File: config.mk
export PLATFORM = sky130hd
export DESIGN_NAME = seq_stage_counter
export DESIGN_NICKNAME = d
export VERILOG_FILES = /design/src/rtl/seq_pkg.sv /design/src/rtl/wrap_counter.sv /design/src/rtl/seq_stage_counter.sv
export SDC_FILE = /design/constraint.sdc
export NUM_CORES = 1
export LEC_CHECK = 0
export ABC_AREA = 1
export CAP_MARGIN = 20
export CORE_UTILIZATION = 65
export CTS_CLUSTER_SIZE = 16
export DETAILED_ROUTE_END_ITERATION = 7
export DONT_BUFFER_PORTS = 1
export PLACE_DENSITY_LB_ADDON = 0.05
export REMOVE_ABC_BUFFERS = 1
export SLEW_MARGIN = 20
export SYNTH_ARGS = -nofsm -noshare
export SYNTH_HDL_FRONTEND = slang
export SYNTH_SLANG_ARGS = --single-unit
export TNS_END_PERCENT = 30
File: constraint.sdc
create_clock -name clk -period 6.35 [get_ports clk]
set_input_delay 1.27 -clock clk [delete_from_list [all_inputs] [get_ports clk]]
set_output_delay 1.27 -clock clk [all_outputs]
set_load 0.01 [all_outputs]
File: src/rtl/seq_pkg.sv
// rtl/seq_pkg.sv - shared widths, FSM encoding and stage-order constants for the stage sequencer
package seq_pkg;
    localparam int NA_DEF = 8;
    localparam int NC_DEF = 4;
    localparam int ND_DEF = 16;

    typedef enum logic {
        IDLE = 1'b0,
        RUN  = 1'b1
    } state_t;

    localparam logic MODE_FWD = 1'b0;
    localparam logic MODE_BWD = 1'b1;
endpackage

File: src/rtl/wrap_counter.sv
// rtl/wrap_counter.sv - loadable up/down counter that wraps between 0 and a runtime limit
module wrap_counter #(
    parameter int W = 8
) (
    input  logic         clk,
    input  logic         rst,
    input  logic         load,
    input  logic [W-1:0] load_val,
    input  logic         adv,
    input  logic         down,
    input  logic [W-1:0] limit,
    output logic [W-1:0] out,
    output logic         at_limit
);
    // Counting down, the wrap point is 0 and the counter reloads to limit.
    assign at_limit = down ? (out == '0) : (out == limit);

    always_ff @(posedge clk or negedge rst) begin
        if (!rst) begin
            out <= '0;
        end else if (load) begin
            out <= load_val;
        end else if (adv) begin
            if (at_limit)
                out <= down ? limit : '0;
            else
                out <= down ? out - 1'b1 : out + 1'b1;
        end
    end
endmodule

File: src/rtl/seq_stage_counter.sv
// rtl/seq_stage_counter.sv - step/stage/epoch run sequencer with runtime step table
module seq_stage_counter
    import seq_pkg::*;
#(
    parameter int NA   = NA_DEF,
    parameter int NC   = NC_DEF,
    parameter int NSTG = 2**NC,
    parameter int ND   = ND_DEF
) (
    input  logic          clk,
    input  logic          rst,
    input  logic          start,
    input  logic          abort,
    input  logic          en,
    input  logic          mode,
    input  logic [NC-1:0] num_stage,
    input  logic [ND-1:0] stop_epoch,
    input  logic          cfg_we,
    input  logic [NC-1:0] cfg_addr,
    input  logic [NA-1:0] cfg_data,
    output logic [NA-1:0] count_step,
    output logic [NC-1:0] count_stage,
    output logic [ND-1:0] count_epoch,
    output logic          last_step,
    output logic          last_stage,
    output logic          last_epoch,
    output logic          busy,
    output logic          done
);
    state_t        state_q, state_d;
    logic          mode_r;
    logic [NC-1:0] num_stage_r;
    logic [ND-1:0] stop_epoch_r;
    logic [NA-1:0] step_table [NSTG];

    logic          go, advance, load;
    logic          step_at, stage_at, epoch_at;
    logic [NC-1:0] stage_start;

    assign go      = (state_q == IDLE) && start && !abort;
    assign advance = (state_q == RUN) && en && !abort;
    assign load    = abort || go;

    // Abort loads zeros; a start loads the mode-dependent first stage.
    assign stage_start = (!abort && mode == MODE_BWD) ? num_stage : '0;

    assign busy       = (state_q == RUN);
    assign last_step  = busy && step_at;
    assign last_stage = last_step && stage_at;
    assign last_epoch = last_stage && epoch_at;

    wrap_counter #(.W(NA)) u_step (
        .clk      (clk),
        .rst      (rst),
        .load     (load),
        .load_val ('0),
        .adv      (advance),
        .down     (1'b0),
        .limit    (step_table[count_stage]),
        .out      (count_step),
        .at_limit (step_at)
    );

    wrap_counter #(.W(NC)) u_stage (
        .clk      (clk),
        .rst      (rst),
        .load     (load),
        .load_val (stage_start),
        .adv      (advance && step_at),
        .down     (mode_r),
        .limit    (num_stage_r),
        .out      (count_stage),
        .at_limit (stage_at)
    );

    wrap_counter #(.W(ND)) u_epoch (
        .clk      (clk),
        .rst      (rst),
        .load     (load),
        .load_val ('0),
        .adv      (advance && step_at && stage_at),
        .down     (1'b0),
        .limit    (stop_epoch_r),
        .out      (count_epoch),
        .at_limit (epoch_at)
    );

    always_ff @(posedge clk or negedge rst) begin
        if (!rst) begin
            state_q <= IDLE;
            done    <= 1'b0;
        end else begin
            state_q <= state_d;
            done    <= advance && last_epoch;
        end
    end

    always_comb begin
        state_d = state_q;
        if (abort) begin
            state_d = IDLE;
        end else begin
            case (state_q)
                IDLE:    if (start) state_d = RUN;
                RUN:     if (en && last_epoch) state_d = IDLE;
                default: state_d = IDLE;
            endcase
        end
    end

    always_ff @(posedge clk or negedge rst) begin
        if (!rst) begin
            mode_r       <= MODE_FWD;
            num_stage_r  <= '0;
            stop_epoch_r <= '0;
        end else if (go) begin
            mode_r       <= mode;
            num_stage_r  <= num_stage;
            stop_epoch_r <= stop_epoch;
        end
    end

    // The table is frozen during a run, so the step limit cannot change mid-run.
    always_ff @(posedge clk or negedge rst) begin
        if (!rst) begin
            for (int i = 0; i < NSTG; i++)
                step_table[i] <= '0;
        end else if (state_q == IDLE && cfg_we) begin
            step_table[cfg_addr] <= cfg_data;
        end
    end
endmodule
; ---- After elaboration in Yosys (flattened, before gate mapping)
; Cells that the tools add are included.
[totals]
out_inout_bits = 33
in_bits = 39
ff_bits = 179
wordCells = 80
[classes]
mux = 23
n_reduce_logical = 20
n_lt_le_gt_ge = 3
eq_ne = 3
addsub = 4
bitwise = 3
[op_table]
columns = op, count
row1 = bitwise mux 128 bit, 1
row2 = 2-to-1 mux 16 bit, 3
row3 = 2-to-1 mux 8 bit, 6
row4 = binary-select mux 8 bit (select 4 bit), 1
row5 = demux 8 bit (select 4 bit), 1
row6 = 2-to-1 mux 4 bit, 6
row7 = "adder 16 x 1 -> 16 bit, second input constant", 1
row8 = == test 16 bit, 1
row9 = logical AND 1 bit, 14
row10 = "greater-or-equal comparator 5 bit, second input constant", 2
row11 = inverter 4 -> 5 bit, 2
row12 = "adder 8 x 1 -> 8 bit, second input constant", 1
row13 = == test 8 bit, 1
row14 = nonzero test 2 bit, 3
row15 = "< comparator 5 x 1 -> 1 bit, second input constant", 1
row16 = "adder 4 x 1 -> 4 bit, second input constant", 1
row17 = == test 4 bit, 1
row18 = zero test 4 bit, 1
row19 = 2-to-1 mux 1 bit, 4
row20 = "subtractor 4 x 1 -> 4 bit, second input constant", 1
row21 = one-hot mux 1 bit (2 select lines), 1
row22 = zero test 1 bit, 1
row23 = logical OR 1 bit, 1
row24 = inverter 1 bit, 1

; ---- Longest topological paths before layout
[logic_depth]
word_depth = 12
depth_mapped = 21
depth_no_buf = 18

; ---- Hierarchy
; From an unflattened synthesis, not the netlist that was laid out.
[hier_totals]
hier_cells = 1589
area_unflattened_um2 = 11105.7
[by_module_without_submodules]
columns = module, area_each_um2, seq_area_each_um2, instances, cells_each
row1 = seq_stage_counter, 7216.9, 3778.6, 1, 913
row2 = wrap_counter (u_epoch), 2332.2, 400.4, 1, 426
row3 = wrap_counter (u_step), 1082.3, 200.2, 1, 173
row4 = wrap_counter (u_stage), 474.2, 100.1, 1, 77

; ---- Worst setup path after synthesis
; No wires, ideal clock.
[synth_path]
kind = reg2out
startpoint = reg u_stage.out[0]
endpoint = out last_step
arrival_ns = 1.811
path_slack_ns = 3.269
path_stages_with_launch = 17
path_buffers = 3
cell_sequence = dfrtp_1 buf_6 buf_6 buf_4 nor2_1 nor2_1 o21ai_1 nand3_1 nand3_1 nand2_1 nand2_1 nand2_1 nor2_1 nand2_1 nor2_4 inv_1 nor2_1
[synth_between]
elab_chain_cells = 6
[synth_lines]
columns = item, line
row1 = from (decl), wrap_counter.sv:12  ; output logic [W-1:0] out,
row2 = from (signal assigned), wrap_counter.sv:22  ; out <= load_val;
row3 = from (signal assigned), wrap_counter.sv:25  ; out <= down ? limit : '0;
row4 = from (signal assigned), wrap_counter.sv:27  ; out <= down ? out - 1'b1 : out + 1'b1;
row5 = inverter 4 -> 5 bit (implied by the code), seq_stage_counter.sv:59  ; .limit (step_table[count_stage]),
row6 = binary-select mux 8 bit (select 4 bit), seq_stage_counter.sv:59
row7 = 2-to-1 mux 8 bit (implied by the code) (2 in series), seq_stage_counter.sv:59
row8 = == test 8 bit, wrap_counter.sv:16  ; assign at_limit = down ? (out == '0) : (out == limit);
row9 = logical AND 1 bit, seq_stage_counter.sv:48  ; assign last_step = busy && step_at;
row10 = to (decl), seq_stage_counter.sv:24  ; output logic last_step,
; No other way between the ends. The select of a mux whose other input is x is not followed.

; ---- Worst setup path in the final report
; Ends and elaborated chain as after synthesis.

==> metrics.txt <==
min-delay worst type flop to flop; Gate Count Post-Synth 1258; Post-CTS Setup Bufs 0; TritonCTS clock tree built; largest net degree at the start of global routing 180; fraction of registers with async set/reset 100%; # setup viols final 0; clk_skew just over 0.007 ns; DRT antenna net count 0; Post-synth EDFFs 0; CP endpoint kind output pin; flops & latches, synth 179; dpl hpwl ~15 mm; CTS Buf Count 17; Main synth FF type dfrtp_1; CP dominant cell by count nand2_1; Synth area leaders dfrtp_1, nand2_1, o21ai_0; CTS max path bufs 2; crit-path cells inv_2 > buf_4 > nand2_1 > nand3_1 > nand2_1 > nand2_1 > nand2_1 > inv_1 > nand2_1 > nand2_1 > nand2_1 > nor2_1 > nand2_1 > nor2_4 > inv_1 > nor2_1; hold_sp step_table[97]$_DFFE_PN0P_; via count approximately 8k; # H-tree levels 4; Die Wd between 100 and 150 microns; area growth from synthesis to layout 5.86%; DRC Markers 0; setup TNS 0 ns; Clock Tree Root clkbuf_16; vias in the first global route roughly 7.4k; CTS Sinks roughly 180; post_cts resized 0; final hold violation count 0; GPL Wtd Cong ~0.86; fin crit share ~70%; Final min period between 4 and 5 ns; Worst-path clk slew ~0.07 ns; Slew @ Worst Pin about 0.8 ns; TritonRoute pass-1 iters 5; outcome finished clean; CP Launch Point u_stage.out[0]$_DFFE_PN0P_; design area about 9800 sq um; Min Hold Slack between 0.4 and 0.5 ns; hold buffers post-CTS 0; post-synthesis sequential area ratio between 40% and 50%; fmax 231 MHz; PwrDens ~370 nW/um^2; Die Area 14800 sq um; initial DRC count about 910; relative slew slack between 40% and 50%; Port Buf Inserts 0; P_leak 5.01 nW; height of the die about 120 microns; Clock Latency Late Sink around 0.44 ns; Pins Over Slew Limit 0; Core ar. between 10000 and 15000 sq um; total routed wirelength about 23 mm; routed len/inst between 15 and 20 microns; max incr delay on CP roughly 0.57 ns; Setup CP Type flop to output pin; FF-to-FF Start u_stage.out[0]$_DFFE_PN0P_; count of cell types in the netlist 34; Max stage delay cell, worst path buf_4; RSZ-0062 raised after global routing no; GR Overflow Total 0; layout cells sized above 1 under 10%; Cell Area, Placed 9220 sq um; Commonest cells post-synth nand2_1, dfrtp_1, o21ai_0; crit path launch type flop; vias per cell 5.64; initial antenna violation count 0; max-cap violation count 0; gr usage total 33.6%; nets@finish approximately 1.3k; CP required just over 5 ns; WP data arrival approximately 3.1 ns; Avg Cell Area, Syn approximately 7.4 sq um; Synth top area share between 40% and 50%; num rows 43; dominant cell type by area after synthesis dfrtp_1; maximum VDD drop 0.000384 V; YS warnings 0; Initial Util between 60% and 70%; Ant. Diodes 0; Cell Area, Synth 9290 sq um; IO Count 72; critical path fanouts, max 53; most common cell in the netlist nand2_1; first-pass GRT wire length 38.1 mm
final cells by class:
type | instances | area [sq um]
Sequential cell | 179 | 4480
Fill cell | 1166 | 4100
Clock inverter | 14 | 175
Multi-Input combinational cell | 875 | 3950
Inverter | 141 | 529
Tap cell | 180 | 225
Timing Repair Buffer | 4 | 30.0
Clock buffer | 18 | 439
registers in the layout (all words and copies together) (netlist names):
signal / count
busy: 1
u_epoch.out: 16
mode_r: 1
done: 1
num_stage_r: 4
stop_epoch_r: 16
u_step.out: 8
step_table: 128
u_stage.out: 4
through the flow:
step / std cells / setup WS [ns] / utilization [%] / power (mW)
after floorplan: 1195 / 1.84 / - / 2.24
after global placement: 1379 / 2.58 / 66.2 / 2.51
after detailed placement: 1379 / 2.52 / 66.2 / 2.53
after CTS: 1411 / 2.04 / 70.6 / 3.64
after global routing: 1411 / 1.71 / 70.6 / 3.87
final: 1411 / 2.03 / 70.6 / 3.64
cell usage in the layout (no fill, tap or decap), types with 7 or more instances in the layout:
master / Yosys / final
nand2_1: 469 / 469
dfrtp_1: 179 / 178
o21ai_0: 146 / 146
inv_1: 137 / 137
nand3_1: 123 / 123
nor2_1: 46 / 46
clkbuf_16: 0 / 17
xnor2_1: 15 / 15
xor2_1: 15 / 15
nor3_1: 14 / 14
nand4_1: 10 / 10
o22ai_1: 7 / 7
layer usage:
layer / routed length (microns) / global-route usage [%] / share of wire (%)
met1: 10400 / 47.9 / 45
met2: 10700 / 50.9 / 46
met3: 1610 / 7.21 / 6.9
met4: 509 / 12.1 / 2.2
met5: 0 / 0 / 0
cell families after synthesis:
family | Yosys count | synth area share, %
AOI/OAI and AO/OA | 167 | 9.27
adders and majority gates | 5 | 0.754
buffers and inverters | 204 | 9.21
DFF | 179 | 48.2
and+or+nand+nor | 673 | 29.7
xor gates and xnor gates | 30 | 2.83
critical path, delay by kind of cell, from the launching register on:
kind | cells | cell delay (ns)
and+or+nand+nor | 12 | 1.21
buffers and inverters | 4 | 0.97
DFF | 1 | 0.41
power by group:
part | leakage (nW) | total (mW) | internal [mW] | switching, mW
clock | 0.294 | 1.10 | 0.634 | 0.468
sequential | 2.31 | 1.51 | 1.35 | 0.153
combinational | 2.40 | 1.03 | 0.335 | 0.695
total | 5.01 | 3.64 | 2.32 | 1.32
path summary, 6_finish.rpt:
kind / end / slack, ns / depth (start not counted)
setup / recovery: last_step / 2.03 / 16
hold / removal: step_table[97]$_DFFE_PN0P_ / 0.48 / 2
setup reg to reg: u_epoch.out[2]$_DFFE_PN0P_ / 3.25 / 18
hold reg to reg: step_table[97]$_DFFE_PN0P_ / 0.48 / 2
max in group asynchronous: u_epoch.out[6]$_DFFE_PN0P_ / 5.59 / 0
min in group asynchronous: step_table[97]$_DFFE_PN0P_ / 0.53 / 0
Note: power is estimated with default switching activity, not from simulation.
